### config.mk
export PLATFORM = sky130hd
export DESIGN_NAME = instr_dispatch_ctrl_flat
export DESIGN_NICKNAME = d
export VERILOG_FILES = /design/src/rtl/instr_dispatch_ctrl_if.sv /design/src/rtl/instr_dispatch_ctrl.sv /design/src/flat_wrapper.sv
export SDC_FILE = /design/constraint.sdc
export NUM_CORES = 1
export LEC_CHECK = 0
export CAP_MARGIN = 20
export CORE_MARGIN = 4
export CORE_UTILIZATION = 43
export CTS_CLUSTER_DIAMETER = 30
export DETAILED_ROUTE_END_ITERATION = 6
export PLACE_DENSITY = 0.65
export SETUP_SLACK_MARGIN = 0.1
export SLEW_MARGIN = 40
export SYNTH_ARGS = -nofsm -noshare
export SYNTH_HDL_FRONTEND = slang
export SYNTH_SLANG_ARGS = --single-unit
export TNS_END_PERCENT = 5
### constraint.sdc
create_clock -name sysClk -period 4.4 [get_ports sysClk]
set_clock_uncertainty 0.1 [all_clocks]
set_input_delay 1.1 -clock sysClk [delete_from_list [all_inputs] [get_ports sysClk]]
set_output_delay 1.1 -clock sysClk [all_outputs]
set_load 0.01 [all_outputs]
### src/rtl/instr_dispatch_ctrl_if.sv
// Dispatch bus: buffer-side command strobes, engine start/done handshake and status flags.
// master = buffer/engines/main-control side, slave = instr_dispatch_ctrl.
interface instr_dispatch_ctrl_if;
  logic [7:0]   instruction;
  logic [127:0] data;
  logic         valid_camwrite;
  logic         valid_read;
  logic         valid_mem;
  logic [7:0]   cmd_instr;
  logic [127:0] cmd_data;
  logic         cam_start;
  logic         rd_start;
  logic         mem_start;
  logic         cam_done;
  logic         rd_done;
  logic         mem_done;
  logic         busy;
  logic         fifo_empty;
  logic         fifo_full;
  logic         overflow_err;
  logic         multi_err;
  logic         timeout_err;
  logic         clr_err;

  modport master (
    output instruction, data, valid_camwrite, valid_read, valid_mem,
           cam_done, rd_done, mem_done, clr_err,
    input  cmd_instr, cmd_data, cam_start, rd_start, mem_start,
           busy, fifo_empty, fifo_full, overflow_err, multi_err, timeout_err
  );

  modport slave (
    input  instruction, data, valid_camwrite, valid_read, valid_mem,
           cam_done, rd_done, mem_done, clr_err,
    output cmd_instr, cmd_data, cam_start, rd_start, mem_start,
           busy, fifo_empty, fifo_full, overflow_err, multi_err, timeout_err
  );
endinterface

### src/rtl/instr_dispatch_ctrl.sv
// Queues class-tagged 17-byte commands and dispatches them one at a time over start/done.
// Define CMD_TIMEOUT_EN to abandon a command after TIMEOUT_CYCLES cycles in WAIT.
module instr_dispatch_ctrl #(
  parameter int FIFO_DEPTH     = 4,
  parameter int TIMEOUT_CYCLES = 65535
) (
  input  logic                 sysClk,
  input  logic                 sysRst_n,
  instr_dispatch_ctrl_if.slave bus
);
  localparam int AW = $clog2(FIFO_DEPTH);
  localparam int EW = 2 + 8 + 128;
  localparam logic [AW:0] DEPTH_CNT = (AW + 1)'(FIFO_DEPTH);

  if (FIFO_DEPTH < 2 || (FIFO_DEPTH & (FIFO_DEPTH - 1)) != 0 ||
      TIMEOUT_CYCLES < 1 || TIMEOUT_CYCLES > 65535) begin : g_bad_cfg
    $error("instr_dispatch_ctrl: FIFO_DEPTH must be a power of 2 >= 2, TIMEOUT_CYCLES 1..65535");
  end

  typedef enum logic [1:0] {IDLE, LOAD, ISSUE, WAIT} state_t;

  state_t          state;
  logic [EW-1:0]   queue [FIFO_DEPTH];
  logic [AW-1:0]   wr_ptr, rd_ptr;
  logic [AW:0]     count;
  logic [EW-1:0]   pop_q;
  logic [1:0]      push_class, cmd_class;
  logic [7:0]      cmd_instr_q;
  logic [127:0]    cmd_data_q;
  logic            cam_start_q, rd_start_q, mem_start_q;
  logic            overflow_q, multi_q;
  logic            push_req, push_ok, pop, multi_hit, empty, full, done_sel;

  assign empty     = (count == '0);
  assign full      = (count == DEPTH_CNT);
  assign push_req  = bus.valid_camwrite | bus.valid_read | bus.valid_mem;
  assign push_ok   = push_req & ~full;
  assign pop       = (state == IDLE) & ~empty;
  assign multi_hit = (bus.valid_camwrite & bus.valid_read) | (bus.valid_camwrite & bus.valid_mem) |
                     (bus.valid_read & bus.valid_mem);

  // Simultaneous strobes collapse to one entry, camwrite > read > mem.
  always_comb begin
    push_class = 2'd0;
    if (bus.valid_camwrite)  push_class = 2'd0;
    else if (bus.valid_read) push_class = 2'd1;
    else if (bus.valid_mem)  push_class = 2'd2;
  end

  always_comb begin
    case (cmd_class)
      2'd0:    done_sel = bus.cam_done;
      2'd1:    done_sel = bus.rd_done;
      default: done_sel = bus.mem_done;
    endcase
  end

  always_ff @(posedge sysClk) begin
    if (push_ok) queue[wr_ptr] <= {push_class, bus.instruction, bus.data};
  end

  always_ff @(posedge sysClk or negedge sysRst_n) begin
    if (!sysRst_n) begin
      wr_ptr <= '0;
      rd_ptr <= '0;
      count  <= '0;
      pop_q  <= '0;
    end else begin
      if (push_ok) wr_ptr <= wr_ptr + 1'b1;
      if (pop) begin
        rd_ptr <= rd_ptr + 1'b1;
        pop_q  <= queue[rd_ptr];
      end
      case ({push_ok, pop})
        2'b10:   count <= count + 1'b1;
        2'b01:   count <= count - 1'b1;
        default: ;
      endcase
    end
  end

  // A strobe that finds the queue full is lost even if a pop frees a slot on the same edge.
  always_ff @(posedge sysClk or negedge sysRst_n) begin
    if (!sysRst_n) begin
      overflow_q <= 1'b0;
      multi_q    <= 1'b0;
    end else if (bus.clr_err) begin
      overflow_q <= 1'b0;
      multi_q    <= 1'b0;
    end else begin
      if (push_req && full) overflow_q <= 1'b1;
      if (multi_hit)        multi_q    <= 1'b1;
    end
  end

`ifdef CMD_TIMEOUT_EN
  localparam logic [15:0] TMO_LAST = 16'(TIMEOUT_CYCLES - 1);
  logic [15:0] tmo_cnt;
  logic        timeout_q;
`endif

  always_ff @(posedge sysClk or negedge sysRst_n) begin
    if (!sysRst_n) begin
      state       <= IDLE;
      cmd_class   <= 2'd0;
      cmd_instr_q <= '0;
      cmd_data_q  <= '0;
      cam_start_q <= 1'b0;
      rd_start_q  <= 1'b0;
      mem_start_q <= 1'b0;
`ifdef CMD_TIMEOUT_EN
      tmo_cnt     <= '0;
      timeout_q   <= 1'b0;
`endif
    end else begin
      cam_start_q <= 1'b0;
      rd_start_q  <= 1'b0;
      mem_start_q <= 1'b0;
`ifdef CMD_TIMEOUT_EN
      if (bus.clr_err) timeout_q <= 1'b0;
`endif
      case (state)
        IDLE: if (!empty) state <= LOAD;
        LOAD: begin
          {cmd_class, cmd_instr_q, cmd_data_q} <= pop_q;
          state <= ISSUE;
        end
        ISSUE: begin
          case (cmd_class)
            2'd0:    cam_start_q <= 1'b1;
            2'd1:    rd_start_q  <= 1'b1;
            default: mem_start_q <= 1'b1;
          endcase
`ifdef CMD_TIMEOUT_EN
          tmo_cnt <= '0;
`endif
          state <= WAIT;
        end
        WAIT: begin
`ifdef CMD_TIMEOUT_EN
          // A done on the expiry edge takes precedence over the timeout.
          if (done_sel) begin
            state <= IDLE;
          end else if (tmo_cnt == TMO_LAST) begin
            state <= IDLE;
            if (!bus.clr_err) timeout_q <= 1'b1;
          end else begin
            tmo_cnt <= tmo_cnt + 1'b1;
          end
`else
          if (done_sel) state <= IDLE;
`endif
        end
        default: state <= IDLE;
      endcase
    end
  end

  assign bus.cmd_instr    = cmd_instr_q;
  assign bus.cmd_data     = cmd_data_q;
  assign bus.cam_start    = cam_start_q;
  assign bus.rd_start     = rd_start_q;
  assign bus.mem_start    = mem_start_q;
  assign bus.busy         = (state != IDLE);
  assign bus.fifo_empty   = empty;
  assign bus.fifo_full    = full;
  assign bus.overflow_err = overflow_q;
  assign bus.multi_err    = multi_q;
`ifdef CMD_TIMEOUT_EN
  assign bus.timeout_err  = timeout_q;
`else
  assign bus.timeout_err  = 1'b0;
`endif
endmodule
### src/flat_wrapper.sv
// flat-port wrapper written by rule: the top's interface ports become plain ports
module instr_dispatch_ctrl_flat 
#(
  parameter int FIFO_DEPTH     = 4,
  parameter int TIMEOUT_CYCLES = 65535
)
  (sysClk, sysRst_n, bus_instruction, bus_data, bus_valid_camwrite, bus_valid_read, bus_valid_mem, bus_cam_done, bus_rd_done, bus_mem_done, bus_clr_err, bus_cmd_instr, bus_cmd_data, bus_cam_start, bus_rd_start, bus_mem_start, bus_busy, bus_fifo_empty, bus_fifo_full, bus_overflow_err, bus_multi_err, bus_timeout_err);
  instr_dispatch_ctrl_if bus_i ();
  input  logic sysClk;
  input  logic sysRst_n;
  input wire logic [$bits(bus_i.instruction)-1:0] bus_instruction;
  input wire logic [$bits(bus_i.data)-1:0] bus_data;
  input wire logic [$bits(bus_i.valid_camwrite)-1:0] bus_valid_camwrite;
  input wire logic [$bits(bus_i.valid_read)-1:0] bus_valid_read;
  input wire logic [$bits(bus_i.valid_mem)-1:0] bus_valid_mem;
  input wire logic [$bits(bus_i.cam_done)-1:0] bus_cam_done;
  input wire logic [$bits(bus_i.rd_done)-1:0] bus_rd_done;
  input wire logic [$bits(bus_i.mem_done)-1:0] bus_mem_done;
  input wire logic [$bits(bus_i.clr_err)-1:0] bus_clr_err;
  output wire logic [$bits(bus_i.cmd_instr)-1:0] bus_cmd_instr;
  output wire logic [$bits(bus_i.cmd_data)-1:0] bus_cmd_data;
  output wire logic [$bits(bus_i.cam_start)-1:0] bus_cam_start;
  output wire logic [$bits(bus_i.rd_start)-1:0] bus_rd_start;
  output wire logic [$bits(bus_i.mem_start)-1:0] bus_mem_start;
  output wire logic [$bits(bus_i.busy)-1:0] bus_busy;
  output wire logic [$bits(bus_i.fifo_empty)-1:0] bus_fifo_empty;
  output wire logic [$bits(bus_i.fifo_full)-1:0] bus_fifo_full;
  output wire logic [$bits(bus_i.overflow_err)-1:0] bus_overflow_err;
  output wire logic [$bits(bus_i.multi_err)-1:0] bus_multi_err;
  output wire logic [$bits(bus_i.timeout_err)-1:0] bus_timeout_err;
  assign bus_i.instruction = bus_instruction;
  assign bus_i.data = bus_data;
  assign bus_i.valid_camwrite = bus_valid_camwrite;
  assign bus_i.valid_read = bus_valid_read;
  assign bus_i.valid_mem = bus_valid_mem;
  assign bus_i.cam_done = bus_cam_done;
  assign bus_i.rd_done = bus_rd_done;
  assign bus_i.mem_done = bus_mem_done;
  assign bus_i.clr_err = bus_clr_err;
  assign bus_cmd_instr = bus_i.cmd_instr;
  assign bus_cmd_data = bus_i.cmd_data;
  assign bus_cam_start = bus_i.cam_start;
  assign bus_rd_start = bus_i.rd_start;
  assign bus_mem_start = bus_i.mem_start;
  assign bus_busy = bus_i.busy;
  assign bus_fifo_empty = bus_i.fifo_empty;
  assign bus_fifo_full = bus_i.fifo_full;
  assign bus_overflow_err = bus_i.overflow_err;
  assign bus_multi_err = bus_i.multi_err;
  assign bus_timeout_err = bus_i.timeout_err;
  instr_dispatch_ctrl #(.FIFO_DEPTH(FIFO_DEPTH), .TIMEOUT_CYCLES(TIMEOUT_CYCLES)) u_core (.sysClk(sysClk), .sysRst_n(sysRst_n), .bus(bus_i));
endmodule
* Word-level counts from Yosys, hierarchy flattened *
Memories as Yosys holds them, arrays and structs flattened. A register that Yosys moved wholly into a read port is not among the register bits.
Cells that the tools add are included.

word-level totals
  memories = 1
  flip-flop bits (word level) = 152
  memory bits (read-only) = 0
  memory bits (writable) = 552
  latch bits = 0

memories
  memory        words  width  rd ports  clocked after Yosys merged registers in  wr ports  RTL line                   source
  u_core.queue  4      138    1         1                                        1         instr_dispatch_ctrl.sv:23  logic [EW-1:0] queue [FIFO_DEPTH];

operators by class
  shift-type cells = 0
  multipliers = 0
  order comparisons = 0
  reductions and logical operators = 11
  equality and inequality tests = 9
  divide/modulo/power cells = 0
  muxes and demuxes = 20
  bitwise logic cells = 11
  add/sub/neg operators = 4

operator list
  kind                 count
  $mux 1               12
  $mux 2               5
  $pmux 2 s4           1
  $reduce_bool 2->1    4
  $eq 2x1->1 const B   3
  $eq 2x2->1 const B   3
  $pmux 3 s2           1
  $and 1x1->1          5
  $add 2x1->2 const B  2
  $logic_not 2->1      2
  $or 1x1->1           4
  $add 3x1->3 const B  1
  $eq 3x3->1 const B   1
  $logic_not 3->1      1
  $sub 3x1->3 const B  1
  $ne 2x1->1 const B   1
  $ne 2x2->1 const B   1
  $not 1->1            2
  $pmux 1 s2           1
  $reduce_and 2->1     1
  $reduce_or 2->1      1
  $logic_and 1x1->1    1
  $logic_not 1->1      1

* Depth between registers and ports, before layout *
  word-level depth = 5
  mapped depth = 12
  depth with buffers taken out = 10

* Worst setup path before layout *
Ideal clock, no wire load.

  kind = input to register
  start = input bus_valid_camwrite
  end = memory u_core.queue[0][0] (netlist bit) (enable)
  setup slack = -834 ps
  setup time = 514 ps
  arrival time = 4,620 ps
  stages = 3
  data required time = 3,786 ps
  cell sequence = or3_1 -> and2b_1 -> and2_1

between the ends
  word-level cells in the longest chain between the ends = 5

ends and longest elaborated chain
  element                       RTL line                   source
  start, declared               flat_wrapper.sv:13         input wire logic [$bits(bus_i.valid_camwrite)-1:0] bus_valid_camwrite;
  $or 1x1->1 (2 in series)      instr_dispatch_ctrl.sv:36  assign push_req = bus.valid_camwrite | bus.valid_read | bus.valid_mem;
  $and 1x1->1                   instr_dispatch_ctrl.sv:37  assign push_ok = push_req & ~full;
  $mux 1                        instr_dispatch_ctrl.sv:59  if (push_ok) queue[wr_ptr] <= {push_class, bus.instruction, bus.data};
  $mux 1 (implied by the code)  instr_dispatch_ctrl.sv:59
  end, declared                 instr_dispatch_ctrl.sv:23

No other way between the ends.

* Worst setup path in the final report *
  start = register u_core.state[0]
  end = output bus_busy

between the ends
  word-level cells in the longest chain between the ends = 1

ends and longest elaborated chain
  element                 RTL line                    source
  start, declared         instr_dispatch_ctrl.sv:22   state_t state;
  start signal, assigned  instr_dispatch_ctrl.sv:104  state <= IDLE;
  start signal, assigned  instr_dispatch_ctrl.sv:123  IDLE: if (!empty) state <= LOAD;
  start signal, assigned  instr_dispatch_ctrl.sv:126  state <= ISSUE;
  $reduce_bool 2->1       instr_dispatch_ctrl.sv:164  assign bus.busy = (state != IDLE);
  end, declared           flat_wrapper.sv:25          output wire logic [$bits(bus_i.busy)-1:0] bus_busy;

No other way between the ends.

==> reports/metrics.cfg <==
[route]
drtIter0Drc = 1000
antenna_left = 0
dr_total_vias = 15832
postRouteWirelength_um = 67430
drc = 0
via_per_inst = 5.023
wl_per_cell_um = 21.39
dr.pass1.iters = 4

[cells_and_area]
multi_input_area_um2 = 6658
finish.utilization = 0.5636
final_nets = 2220
area_growth_pct = 30.14
fillers = 5387
instances_no_fill = 3152
drive_above_1_share = 0.2641
ff_latch_area_um2 = 23840

[floorplan]
die_area_um2 = 76360
fp-row-count = 98
fp.dieH_um = 276.3
start_util = 0.4331
core_um2 = 71490
die_w_um = 276.3
ios = 290

[setup_path]
startpoint = u_core.state[0]$_DFFE_PN0P_
cp-end-kind = output port
path_common_cell = inv_1
crit_path_end = bus_busy
r2r-end = u_core.count[2]$_DFFE_PN0P_
cp.required_ns = 3.20
critPathTopFamily = buffers and inverters
rr_worst_depth = 10
arrival_ns = 2.21
reg2reg_slack_ns = 1.62
start_kind = flop
crit_path_top_delay_cell = clkdlybuf4s50_1
timing.rr.start = u_core.state[0]$_DFFE_PN0P_
path_cells = inv_1, ha_1, inv_1, clkdlybuf4s50_1
criticalPathCategory = flop to output port
crit_fanout = 4
cp.depth = 4
critPathBufInv = 3
slowest_delay_ns = 0.57

[grt]
grt_use_total = 0.1772
grt_max_degree = 75
grt_pass1_wl_um = 103400
grt_pass1_vias = 17166
gr-total-overflow = 0
antenna_found_initial = 10

[sta]
fmax_mhz = 293.5
fin_hold_ws_ns = 0.2077
rsz0062_at_grt = false
fin_ws_ns = 0.9924
min_period_over_period = 0.7745
setup_violations = 0
period_minus_slack_ns = 3.408
max_slew_margin = 0.5235
tightest_slew_ns = 0.7147
slew_violations = 0
fin_tns_setup_ns = 0
hold_viol = 0

[clock_network]
cts.clk_slew.worst_paths_ns = 0.04
cts_resized = 0
cts_buffers = 150
cts_setup_buffers = 0
cts.sinks = 842
cts_tree = yes
insertion_delay_ns = 0.69
root_buffer = clkbuf_16
h-tree-depth = 4
clock_path_buffers = 3
cts_hold_buf = 0

[place]
pre_cts_slack_ns = 0.7351
dp_hpwl_um = 40320
gp_congestion = 0.7344
place_inst = 2862
port_buffers = 288

[synth]
yosysWarnings = 0
synth-seq-area-share = 0.7698
yosysUniqueCellTypes = 32
avgSynthCellArea_um2 = 18.56
synth_area_um2 = 30960
synth.ff_latch_count = 842
syn_inst = 1668
syn-num-nets = 1824

[power_and_ir_drop]
vdd_drop_max_v = 0.0005536
pwr_density_cell_nw_per_um2 = 826.9
p_leak_nw = 15.47

[flow_run]
maxCapViolCount = 0

[status]
outcome = completed

[hold_path]
hold_class = input port to asynchronous set/reset pin

## per-stage QoR
step | power, mW | area, µm²
after floorplan | 18.69 | 30960
after global placement | 21.89 | 35050
after detailed placement | 22.21 | 35090
after CTS | 33.84 | 40260
after global routing | 35.07 | 40280
final | 33.32 | 40290
## worst min path at each step
stage / endpoint / slack (ns) / depth (start not counted)
floorplan: u_core.pop_q[0]$_DFFE_PN0P_ / 0.34 / 2
global placement: u_core.pop_q[56]$_DFFE_PN0P_ / 0.35 / 2
detailed placement: u_core.pop_q[72]$_DFFE_PN0P_ / 0.36 / 2
CTS: u_core.bus.cmd_data[107]$_DFFE_PN0N_ / 0.16 / 1
global route: u_core.bus.cmd_data[123]$_DFFE_PN0N_ / 0.19 / 1
finish: u_core.pop_q[125]$_DFFE_PN0P_ / 0.21 / 1
## placed cells by master, fill, tap and decap left out, types with 17 or more instances in the layout
master / synthesis / routed
clkinvlp_4: 0 / 17
clkdlybuf4s50_1: 0 / 287
mux2_2: 141 / 141
mux4_2: 138 / 138
nand2_1: 416 / 416
clkbuf_16: 0 / 157
dfrtp_1: 290 / 288
clkbuf_1: 8 / 18
clkinv_2: 0 / 18
edfxtp_1: 552 / 552
## area by class of cell
type                       count  share of cell area
antenna                       10           0.0006211
clock buffer                 184              0.1023
clock inverter                96             0.02621
inverter                      10            0.001056
multi-input combinational    738              0.1652
sequential                   842              0.5917
tap                          950             0.02950
timing repair buffer         322             0.08344
## logic make-up (layout without fill, tap and decap cells)
group / after synthesis / after routing / share of synthesized area
adder cells (fa/ha/maj): 12 / 12 / 0.005011
flip-flops: 842 / 842 / 0.7698
XOR/XNOR: 6 / 6 / 0.001697
buffers and inverters: 88 / 612 / 0.01629
multiplexers: 281 / 281 / 0.1523
other: 1 / 11 / 0.0001211
AND/OR/NAND/NOR: 435 / 435 / 0.05420
AO/OA/AOI/OAI: 3 / 3 / 0.0005656
## registers in the layout (all words and copies together) (netlist names)
signal	count
u_core.bus.cmd_data	128
u_core.bus.cam_start	1
u_core.bus.multi_err	1
u_core.queue	552
u_core.bus.cmd_instr	8
u_core.wr_ptr	2
u_core.rd_ptr	2
u_core.count	3
u_core.cmd_class	2
u_core.state	2
u_core.bus.mem_start	1
u_core.bus.rd_start	1
u_core.bus.overflow_err	1
u_core.pop_q	138
## report_power, final
| part | total, mW | internal, mW | switching, mW | leakage [nW] |
|---|---|---|---|---|
| combinational | 8.81 | 4.32 | 4.50 | 4.25 |
| clock | 11.5 | 7.54 | 3.91 | 2.49 |
| sequential | 13.1 | 11.7 | 1.31 | 8.73 |
| total | 33.3 | 23.6 | 9.71 | 15.5 |
## Yosys cell counts, drive strengths merged
master	number	area [µm²]
a21oi	1	5.000
a22oi	1	7.510
and2	5	31.28
and2b	1	7.510
and3	1	6.260
and3b	1	8.760
buf	70	436.7
clkbuf	8	30.03
conb	1	3.750
dfrtp	290	7257
edfxtp	552	16580
fa	1	20.02
ha	10	125.1
inv	10	37.53
maj3	1	10.01
mux2	141	1588
mux2i	2	20.02
mux4	138	3108
nand2	416	1562
nand2b	1	6.260
nor2	5	18.77
nor2b	1	6.260
nor3	1	10.01
nor3b	2	15.01
o21ai	1	5.000
or3	1	6.260
xnor2	4	35.03
xor2	2	17.52
## routing by layer
metal | global-route usage | up-vias | wire length, µm
li1 | - | 7068 | -
met3 | 0.04551 | 99 | 3586
met4 | 0.06513 | 2 | 1565
met1 | 0.2253 | 8269 | 27850
met2 | 0.2966 | 394 | 34410
met5 | 0 | - | 13
Note: power is estimated with default switching activity, not from simulation.
